**config.mk**
```make
export PLATFORM = sky130hd
export DESIGN_NAME = dt1_muldiv_seq
export DESIGN_NICKNAME = d
export VERILOG_FILES = /design/src/rtl/dt1_muldiv_seq.sv
export SDC_FILE = /design/constraint.sdc
export NUM_CORES = 1
export LEC_CHECK = 0
export CAP_MARGIN = 20
export CORE_ASPECT_RATIO = 0.5
export CORE_UTILIZATION = 66
export CTS_CLUSTER_SIZE = 14
export DETAILED_ROUTE_END_ITERATION = 6
export HOLD_SLACK_MARGIN = 0.12
export PLACE_DENSITY = 0.88
export SYNTH_ARGS = -nofsm -noshare
export SYNTH_HDL_FRONTEND = slang
export SYNTH_SLANG_ARGS = --single-unit
```
**constraint.sdc**
```tcl
create_clock -name clk -period 6.4 [get_ports clk]
set_input_delay 0.64 -clock clk [delete_from_list [all_inputs] [get_ports clk]]
set_output_delay 0.64 -clock clk [all_outputs]
set_load 0.005 [all_outputs]
```
**src/rtl/dt1_muldiv_seq.sv**
```systemverilog
// -----------------------------------------------------------------------------
// dt1_muldiv_seq
// Iterative RV32M multiply/divide unit that sits beside the ALU in execute.
// A radix-2 shift-add multiplier and a restoring divider each retire one
// operand bit per cycle. Operands are reduced to magnitudes on accept and the
// result sign is applied in a single fix-up cycle.
//
// Handshake semantics (both sides): a transfer happens on the rising edge
// where valid and ready are both high. A producer holds valid and its payload
// stable until that edge; ready may depend on state only, never on valid.
//
// Ports
//   clk        system clock, rising edge
//   reset      asynchronous, active-high reset
//   in_valid   operation request
//   in_ready   unit can accept a request (idle)
//   funct3     000 MUL 001 MULH 010 MULHSU 011 MULHU 100 DIV 101 DIVU
//              110 REM 111 REMU
//   a, b       rs1 / rs2 operands
//   kill       synchronous abort; wins over accept and completion
//   out_valid  result available
//   out_ready  consumer takes result
//   result     result value, held while out_valid & ~out_ready
//   busy       unit is not idle
//   state_dbg  current FSM state (0 IDLE, 1 CALC, 2 FIX, 3 DONE)
// -----------------------------------------------------------------------------
module dt1_muldiv_seq #(
  parameter int XLEN = 32
) (
  input  logic            clk,
  input  logic            reset,
  input  logic            in_valid,
  output logic            in_ready,
  input  logic [2:0]      funct3,
  input  logic [XLEN-1:0] a,
  input  logic [XLEN-1:0] b,
  input  logic            kill,
  output logic            out_valid,
  input  logic            out_ready,
  output logic [XLEN-1:0] result,
  output logic            busy,
  output logic [1:0]      state_dbg
);

  localparam int CW = $clog2(XLEN + 1);
  localparam logic [XLEN-1:0] MIN_VAL  = {1'b1, {(XLEN-1){1'b0}}};
  localparam logic [XLEN-1:0] ALL_ONES = {XLEN{1'b1}};

  typedef enum logic [1:0] {
    S_IDLE = 2'd0,
    S_CALC = 2'd1,
    S_FIX  = 2'd2,
    S_DONE = 2'd3
  } state_t;

  state_t            state_q, state_d;
  logic [CW-1:0]     cnt_q, cnt_d;
  // Multiply: {partial product, multiplier}. Divide: {remainder, quotient}.
  logic [2*XLEN-1:0] acc_q, acc_d;
  // Multiplicand magnitude (multiply) or divisor magnitude (divide).
  logic [XLEN-1:0]   opb_q, opb_d;
  logic [XLEN-1:0]   result_q, result_d;
  logic [2:0]        op_q, op_d;
  logic              neg_q, neg_d;    // negate product / quotient
  logic              rneg_q, rneg_d;  // remainder takes the dividend's sign

  // ---------------------------------------------------------------------------
  // Accept-time decode
  // ---------------------------------------------------------------------------
  logic            accept;
  logic            is_div;
  logic            a_signed, b_signed;
  logic            a_neg, b_neg;
  logic [XLEN-1:0] a_mag, b_mag;
  logic            b_zero, sgn_ovf, special;
  logic [XLEN-1:0] special_res;

  assign accept = in_valid & (state_q == S_IDLE);
  assign is_div = funct3[2];

  // Signed: MUL, MULH, MULHSU (a only), DIV, REM.
  assign a_signed = is_div ? ~funct3[0] : (funct3[1:0] != 2'b11);
  assign b_signed = is_div ? ~funct3[0] : ~funct3[1];

  assign a_neg = a_signed & a[XLEN-1];
  assign b_neg = b_signed & b[XLEN-1];
  // -MIN wraps back to MIN, which read unsigned is exactly the magnitude.
  assign a_mag = a_neg ? (~a + 1'b1) : a;
  assign b_mag = b_neg ? (~b + 1'b1) : b;

  assign b_zero  = (b == '0);
  assign sgn_ovf = ~funct3[0] & (a == MIN_VAL) & (b == ALL_ONES);
  assign special = is_div & (b_zero | sgn_ovf);

  // funct3[1] separates REM/REMU from DIV/DIVU.
  always_comb begin
    special_res = '0;
    if (b_zero) begin
      special_res = funct3[1] ? a : ALL_ONES;
    end else begin
      special_res = funct3[1] ? '0 : a;
    end
  end

  // ---------------------------------------------------------------------------
  // One-bit iteration steps
  // ---------------------------------------------------------------------------
  logic [XLEN:0]     mul_sum;
  logic [2*XLEN-1:0] mul_next;
  logic [XLEN:0]     rem_sh;
  logic [XLEN:0]     div_diff;
  logic              div_ok;
  logic [2*XLEN-1:0] div_next;

  // Add the multiplicand into the upper half when the multiplier LSB is set,
  // then shift the whole accumulator right; the carry lands in the top bit.
  assign mul_sum  = {1'b0, acc_q[2*XLEN-1:XLEN]}
                  + (acc_q[0] ? {1'b0, opb_q} : {(XLEN+1){1'b0}});
  assign mul_next = {mul_sum, acc_q[XLEN-1:1]};

  // Shift {rem, quot} left and trial-subtract. The remainder stays below the
  // divisor, so one extra bit is enough to see the borrow.
  assign rem_sh   = {acc_q[2*XLEN-1:XLEN], acc_q[XLEN-1]};
  assign div_diff = rem_sh - {1'b0, opb_q};
  assign div_ok   = ~div_diff[XLEN];
  assign div_next = {(div_ok ? div_diff[XLEN-1:0] : rem_sh[XLEN-1:0]),
                     acc_q[XLEN-2:0], div_ok};

  // ---------------------------------------------------------------------------
  // Sign fix-up
  // ---------------------------------------------------------------------------
  logic [2*XLEN-1:0] prod_fix;
  logic [XLEN-1:0]   quot_fix, rem_fix;
  logic [XLEN-1:0]   fix_res;

  assign prod_fix = neg_q  ? (~acc_q + 1'b1) : acc_q;
  assign quot_fix = neg_q  ? (~acc_q[XLEN-1:0] + 1'b1) : acc_q[XLEN-1:0];
  assign rem_fix  = rneg_q ? (~acc_q[2*XLEN-1:XLEN] + 1'b1)
                           : acc_q[2*XLEN-1:XLEN];

  always_comb begin
    fix_res = '0;
    case (op_q)
      3'b000:                 fix_res = prod_fix[XLEN-1:0];
      3'b001, 3'b010, 3'b011: fix_res = prod_fix[2*XLEN-1:XLEN];
      3'b100, 3'b101:         fix_res = quot_fix;
      default:                fix_res = rem_fix;
    endcase
  end

  // ---------------------------------------------------------------------------
  // Next-state and datapath
  // ---------------------------------------------------------------------------
  always_comb begin
    state_d  = state_q;
    cnt_d    = cnt_q;
    acc_d    = acc_q;
    opb_d    = opb_q;
    result_d = result_q;
    op_d     = op_q;
    neg_d    = neg_q;
    rneg_d   = rneg_q;

    case (state_q)
      S_IDLE: begin
        if (accept) begin
          op_d   = funct3;
          neg_d  = a_neg ^ b_neg;
          rneg_d = a_neg;
          if (special) begin
            result_d = special_res;
            state_d  = S_DONE;
          end else begin
            acc_d   = is_div ? {{XLEN{1'b0}}, a_mag} : {{XLEN{1'b0}}, b_mag};
            opb_d   = is_div ? b_mag : a_mag;
            cnt_d   = CW'(XLEN);
            state_d = S_CALC;
          end
        end
      end

      S_CALC: begin
        acc_d = op_q[2] ? div_next : mul_next;
        cnt_d = cnt_q - 1'b1;
        if (cnt_q == CW'(1)) begin
          state_d = S_FIX;
        end
      end

      S_FIX: begin
        result_d = fix_res;
        state_d  = S_DONE;
      end

      S_DONE: begin
        if (out_ready) begin
          state_d = S_IDLE;
        end
      end

      default: state_d = S_IDLE;
    endcase

    // Flush wins over everything, including accept and completion.
    if (kill) begin
      state_d = S_IDLE;
      cnt_d   = '0;
    end
  end

  always_ff @(posedge clk or posedge reset) begin
    if (reset) begin
      state_q  <= S_IDLE;
      cnt_q    <= '0;
      acc_q    <= '0;
      opb_q    <= '0;
      result_q <= '0;
      op_q     <= '0;
      neg_q    <= 1'b0;
      rneg_q   <= 1'b0;
    end else begin
      state_q  <= state_d;
      cnt_q    <= cnt_d;
      acc_q    <= acc_d;
      opb_q    <= opb_d;
      result_q <= result_d;
      op_q     <= op_d;
      neg_q    <= neg_d;
      rneg_q   <= rneg_d;
    end
  end

  assign in_ready  = (state_q == S_IDLE);
  assign out_valid = (state_q == S_DONE);
  assign busy      = (state_q != S_IDLE);
  assign result    = result_q;
  assign state_dbg = state_q;

endmodule

```
==> impl_metrics.ini, run 1 <==
[status]
status = finished, violations left
violations = design-rule violations

[die]
std_cell_rows = 38
die_area_um2 = 23800
dieHeight_um = 110
pin_count = 109
core_um2 = 22200
die_w_um = 217
start_util_pct = 69.0

[global_route]
antenna_found_initial = 5
grt_pass1_wl_um = 85300
overflow = 0
first_global_vias = 14700
grtUsageTotal_pct = 47.4
grt_max_degree = 100

[synthesis]
yosysSeqAreaShare_pct = 23.0
ys_types = 84
syn-cell-area_um2 = 15300
synth_ff_type = dfrtp_1
ys_ff_latch = 141
syn_avg_cell_area_um2 = 7.53
ys_async_sr_fraction_pct = 100
synth_cells = 2034
synth_warnings = 0
syn_nets = 2183
synth_edf_count = 0

[timing]
rsz0062_at_grt = no
worstMarginPinSlew_ns = 1.12
fmax_mhz = 202
fin_crit_sh_pct = 77.5
finClkSkew_ns = 0.0149
slew_headroom_pct = 25.1
layout_setup_ws_ns = 1.44
final-max-slew-violation-count = 0
finalSetupTns_ns = 0
finalHoldViolCount = 0
fin_crit_ns = 4.96
setup_viol = 0

[setup_path]
crit_chain = clkdlybuf4s50_1, inv_1, ha_1, or4b_1, or4_1, nor3b_4, buf_4, a41o_1, a21oi_4, buf_4, a21o_2, o32ai_1, o311a_1
startpoint_type = primary input
worstPathRequired_ns = 6.75
critPathMaxStageDelay_ns = 0.90
cp-end-kind = flip-flop
cp_max_fo = 62
cpMostUsedCell = buf_4
rr_worst_depth = 13
cp_slowest_cell = a21o_2
critPathKind = in2reg
arrival_ns = 5.31

[run]
cap_violations = 0

[clock_tree]
postCtsResizedCells = 0
cts_hold_buf = 0
clock-sinks = 141
cts_buffers = 17
clkTransAtPathRegs_ns = 0.07
clock_latency_ns = 0.47
htreeDepth = 4
clockBufferDepth = 2
clock-root-buffer = clkbuf_16
cts_tree = yes
cts_setup_buffers = 0

[place]
dp_hpwl_um = 41200
io_buffer_count = 108
dpl.cell_count = 2318
dp_slack_ns = 1.16
gp_congestion = 1.04

[routing]
vias = 17000
dr.pass1.iters = 7
vias_per_cell = 7.22
drt-wirelength-per-cell_um = 24.0
finalWirelength_um = 56400
drt_iter0_markers = 2908
antenna_left = 0
drc = 23

[finish]
fin_nets = 2186
stdcell_count = 2349
diodes = 0
fill_cells = 1707
multiInputGateArea_um2 = 10900
area.sequential_um2 = 3530
area_growth_pct = 11.0
layout-drive-gt1-share_pct = 5.56
final_util_pct = 76.5

[pwr]
cellPowerDensity_nw_per_um2 = 530
p_leak_nw = 6.81
peakVddDrop_mv = 0.338

[min_path]
hold_depth = 1
hold_path_class = reg2reg
-- per-stage QoR --
step	hold slack [ns]	instance area, um^2	power [mW]
2_1_floorplan	0.473	15300	5.85
3_3_place_gp	0.459	16400	7.42
3_5_place_dp	0.467	16400	7.51
4_1_cts	0.481	17000	8.68
5_1_grt	0.499	17000	9.45
6_report	0.477	17000	9.01
-- path summary, 6_finish.rpt --
kind	from	slack, ns	to
worst max-delay path	b[0]	1.44	acc_q[63]
worst min-delay path	result[3]	0.48	result[3]
worst max register to register	acc_q[0]	1.77	acc_q[63]
worst min register to register	result[3]	0.48	result[3]
max in group asynchronous	reset	4.49	acc_q[29]
min in group asynchronous	reset	0.77	opb_q[13]
-- area by class of cell --
type	instances	area share (%)
repair buffers	128	7.22
clock inverters	13	1.12
clock buffers	18	2.59
inverters	76	1.71
well taps	300	2.21
flip-flops and latches	141	20.8
multi-input cells	1673	64.4
-- power breakdown --
part           switching (mW)  internal (mW)
combinational            3.79           2.22
clock                   0.452          0.663
sequential              0.609           1.28
total                    4.85           4.16
-- cells by family after synthesis --
family / count (synthesis) / synth area share [%]
muxes: 52 / 3.64
xor gates and xnor gates: 176 / 10.1
AOI/OAI and AO/OA: 687 / 29.1
buffers and inverters: 220 / 5.66
and+or+nand+nor: 652 / 20.2
DFF: 141 / 23.0
adders and majority gates: 106 / 8.29
-- critical path, delay by kind of cell --
| family | cells | cell delay (ns) |
|---|---|---|
| adder cells (fa/ha/maj) | 1 | 0.21 |
| AO/OA/AOI/OAI | 5 | 2.47 |
| buffers and inverters | 4 | 1.42 |
| AND/OR/NAND/NOR | 3 | 0.55 |
-- cell usage after synthesis (all sizes together), types with 15 or more instances --
master	count	area, um^2
clkbuf	120	450
xor2	79	692
o31ai	32	240
nand2b	16	100
or4	16	128
nand2	188	708
dfrtp	141	3530
o22ai	15	93.8
nor2	209	787
nand4	28	175
a22oi	21	158
mux2	29	327
a21oi	170	858
o41ai	18	203
a21o	38	285
buf	24	130
nor3	58	300
xnor2	97	850
nand3	31	155
o21ai	176	881
o221ai	18	158
inv	76	285
o21a	16	120
ha	75	938
a31oi	21	131
mux2i	23	230
nor4	20	138
a211oi	49	368
o211ai	34	255
maj3	29	290
or3	22	138
-- registers in the layout, indices dropped and copies added, names as in the netlist --
| register | flops |
|---|---|
| op_q | 3 |
| acc_q | 64 |
| result | 32 |
| state_dbg | 2 |
| cnt_q | 6 |
| opb_q | 32 |
| neg_q | 1 |
| rneg_q | 1 |
-- layout by cell type, fill, tap and decap left out, types with 28 or more instances in the layout --
cell,instances
a21oi_1,168
dfrtp_1,141
inv_1,75
o21ai_0,153
xor2_1,79
o211ai_1,34
nand2_1,187
ha_1,73
a211oi_1,49
maj3_1,29
o31ai_1,32
nor2_1,207
mux2_2,29
nand4_1,28
nand3_1,31
nor3_1,56
xnor2_1,97
a21o_1,37
clkdlybuf4s50_1,107
-- routing by layer --
metal  track usage [%]  wire length [um]  up-vias
met1              64.7             22600     7911
met5                 0                27        -
met2              67.8             22300     1374
met4              12.3              1550        4
met3              20.9              9920      187
li1                  -                 -     7491
No activity file was read; power rests on OpenSTA's default activity.
==> inputs of run 2 (changes only) <==
- CORE_UTILIZATION: 66 -> 55
- PLACE_DENSITY: 0.88 -> 0.78
- clock period: 6.4 -> 4.3 ns (I/O delays scaled with it)
==> run 2 against run 1 <==
Compared with the run above:
- the flow now finishes without violations
- final cell count is 6.3% higher
- worst hold slack worse by 0.091 ns
- critical path depth is 3 lower
- clock power is 33% higher
- clock skew is 0.0041 ns lower
- flip-flop and latch count stayed put
- sequential power is 41% higher
- routed wire length is 4.9% higher
- first-iteration DRC count is 20% lower
- sequential share of layout area is 0.68 points lower
- largest power group unchanged
==> impl_metrics.ini, run 2 (synthesis gave the netlist of run 1 again) <==
[timing]
fin_crit_ns = 4.08
fmax_mhz = 245
worstMarginPinSlew_ns = 1.12
fin_crit_sh_pct = 94.8
rsz0062_at_grt = no
slew_headroom_pct = 25.1
setup_viol = 0
finalSetupTns_ns = 0
finalHoldViolCount = 0
final-max-slew-violation-count = 0
finClkSkew_ns = 0.0108
layout_setup_ws_ns = 0.223

[status]
status = finished, final reports clean

[pwr]
p_leak_nw = 7.13
cellPowerDensity_nw_per_um2 = 775
peakVddDrop_mv = 0.331

[finish]
layout_commonest_cell = nor2_1
layout_common_cells = nor2_1, nand2_1, a21oi_1
area_growth_pct = 14.8
max_flop_register = acc_q
fin_nets = 2256
layout-drive-gt1-share_pct = 8.73
largest_reg_flops = 64

[setup_path]
crit_chain = inv_1, ha_1, nand4b_1, or3_1, or3_1, o21ai_1, nor2_1, a311o_1, a21oi_1, o21ai_1
worstReg2RegStart = acc_q[0]
cp_slowest_cell = or3_1
path_buf_inv = 1
cp-end-kind = flip-flop
critPathKind = reg2reg
cp_max_fo = 10
cp_top_family = simple AND/OR/NAND/NOR gates
cp-startpoint = acc_q[0]
startpoint_type = flip-flop
arrival_ns = 4.40
worstPathRequired_ns = 4.62
critPathMaxStageDelay_ns = 0.67

[global_route]
grt_pass1_wl_um = 90200
antenna_found_initial = 7
grtUsageTotal_pct = 41.8
grt_max_degree = 73
overflow = 0
first_global_vias = 15000

[clock_tree]
clockBufferDepth = 2
cts_tree = yes
cts_buffers = 17
clock-root-buffer = clkbuf_16
clock_latency_ns = 0.45
htreeDepth = 4
cts_hold_buf = 0
postCtsResizedCells = 0
clkTransAtPathRegs_ns = 0.07
cts_setup_buffers = 0
clock-sinks = 141

[place]
dp_slack_ns = 0.270
io_buffer_count = 108
dp_hpwl_um = 45800
gp_congestion = 1.11

[routing]
dr.pass1.iters = 6
drt-wirelength-per-cell_um = 23.7
antenna_left = 0
vias_per_cell = 6.74
vias = 16800
finalWirelength_um = 59200
drc = 0
drt_iter0_markers = 2334

[die]
start_util_pct = 56.9
core_um2 = 26900
die_area_um2 = 28500
die_w_um = 238
dieHeight_um = 120
pin_count = 109
std_cell_rows = 42

[run]
cap_violations = 0

[min_path]
hold_path_class = in2async
-- run 2: changes by cell type in the layout (fill, tap and decap cells not counted), sizes merged --
cell	change
clkinvlp	+1
inv	+1
diode	+4
bufinv	-3
buf	+70
clkbuf	+2
-- run 2: power breakdown --
part | leakage (nW) | internal (mW) | switching, mW
Sequential | 1.75 | 1.90 | 0.749
Combinational | 5.10 | 3.58 | 5.91
Clock | 0.277 | 0.830 | 0.646
-- run 2: final timing paths --
check                              to  slack (ns)  depth (start not counted)
setup reg to reg           result[20]        0.22                         10
min in group clk           result[14]        0.48                          2
max in group asynchronous     op_q[2]        3.07                          3
hold reg to reg            result[14]        0.48                          2
setup / recovery           result[20]        0.22                         10
hold / removal              acc_q[46]        0.39                          2
-- run 2: stage by stage --
stage / hold slack, ns / instance area (um^2) / power [mW] / cells / utilization (%)
6_report: 0.386 / 17600 / 13.6 / 2498 / 65.3
5_1_grt: 0.442 / 17600 / 14.4 / 2494 / 65.3
4_1_cts: 0.397 / 17600 / 13.2 / 2494 / 65.3
3_5_place_dp: 0.466 / 17000 / 11.7 / 2462 / 63.2
3_3_place_gp: 0.461 / 17000 / 11.6 / 2462 / 63.2
2_1_floorplan: 0.473 / 15300 / 8.71 / 2034 / -
-- run 2: layout make-up --
cell class | count | area [um^2]
Multi-Input combinational cell | 1673 | 10900
Fill cell | 2448 | 9340
Sequential cell | 141 | 3530
Timing Repair Buffer | 198 | 1760
Tap cell | 374 | 468
Clock buffer | 20 | 457
Inverter | 76 | 290
Clock inverter | 12 | 113
Antenna cell | 4 | 10.0
-- run 2: worst reg2reg max path: cells and delay by family (launching register included) --
kind	cells	cell delay (ns)
compound gates	4	1.16
fa+ha+maj	1	0.35
buf+inv	1	0.38
flops	1	0.49
simple gates	4	1.57
-- run 2: metal layers --
metal  routed length, um  part of all wire, %  track usage, %
met1               24900                   42            59.0
met4                1590                  2.7            11.9
met3                9080                   15            15.9
met2               23500                   40            58.1
met5                 159                 0.27            3.39
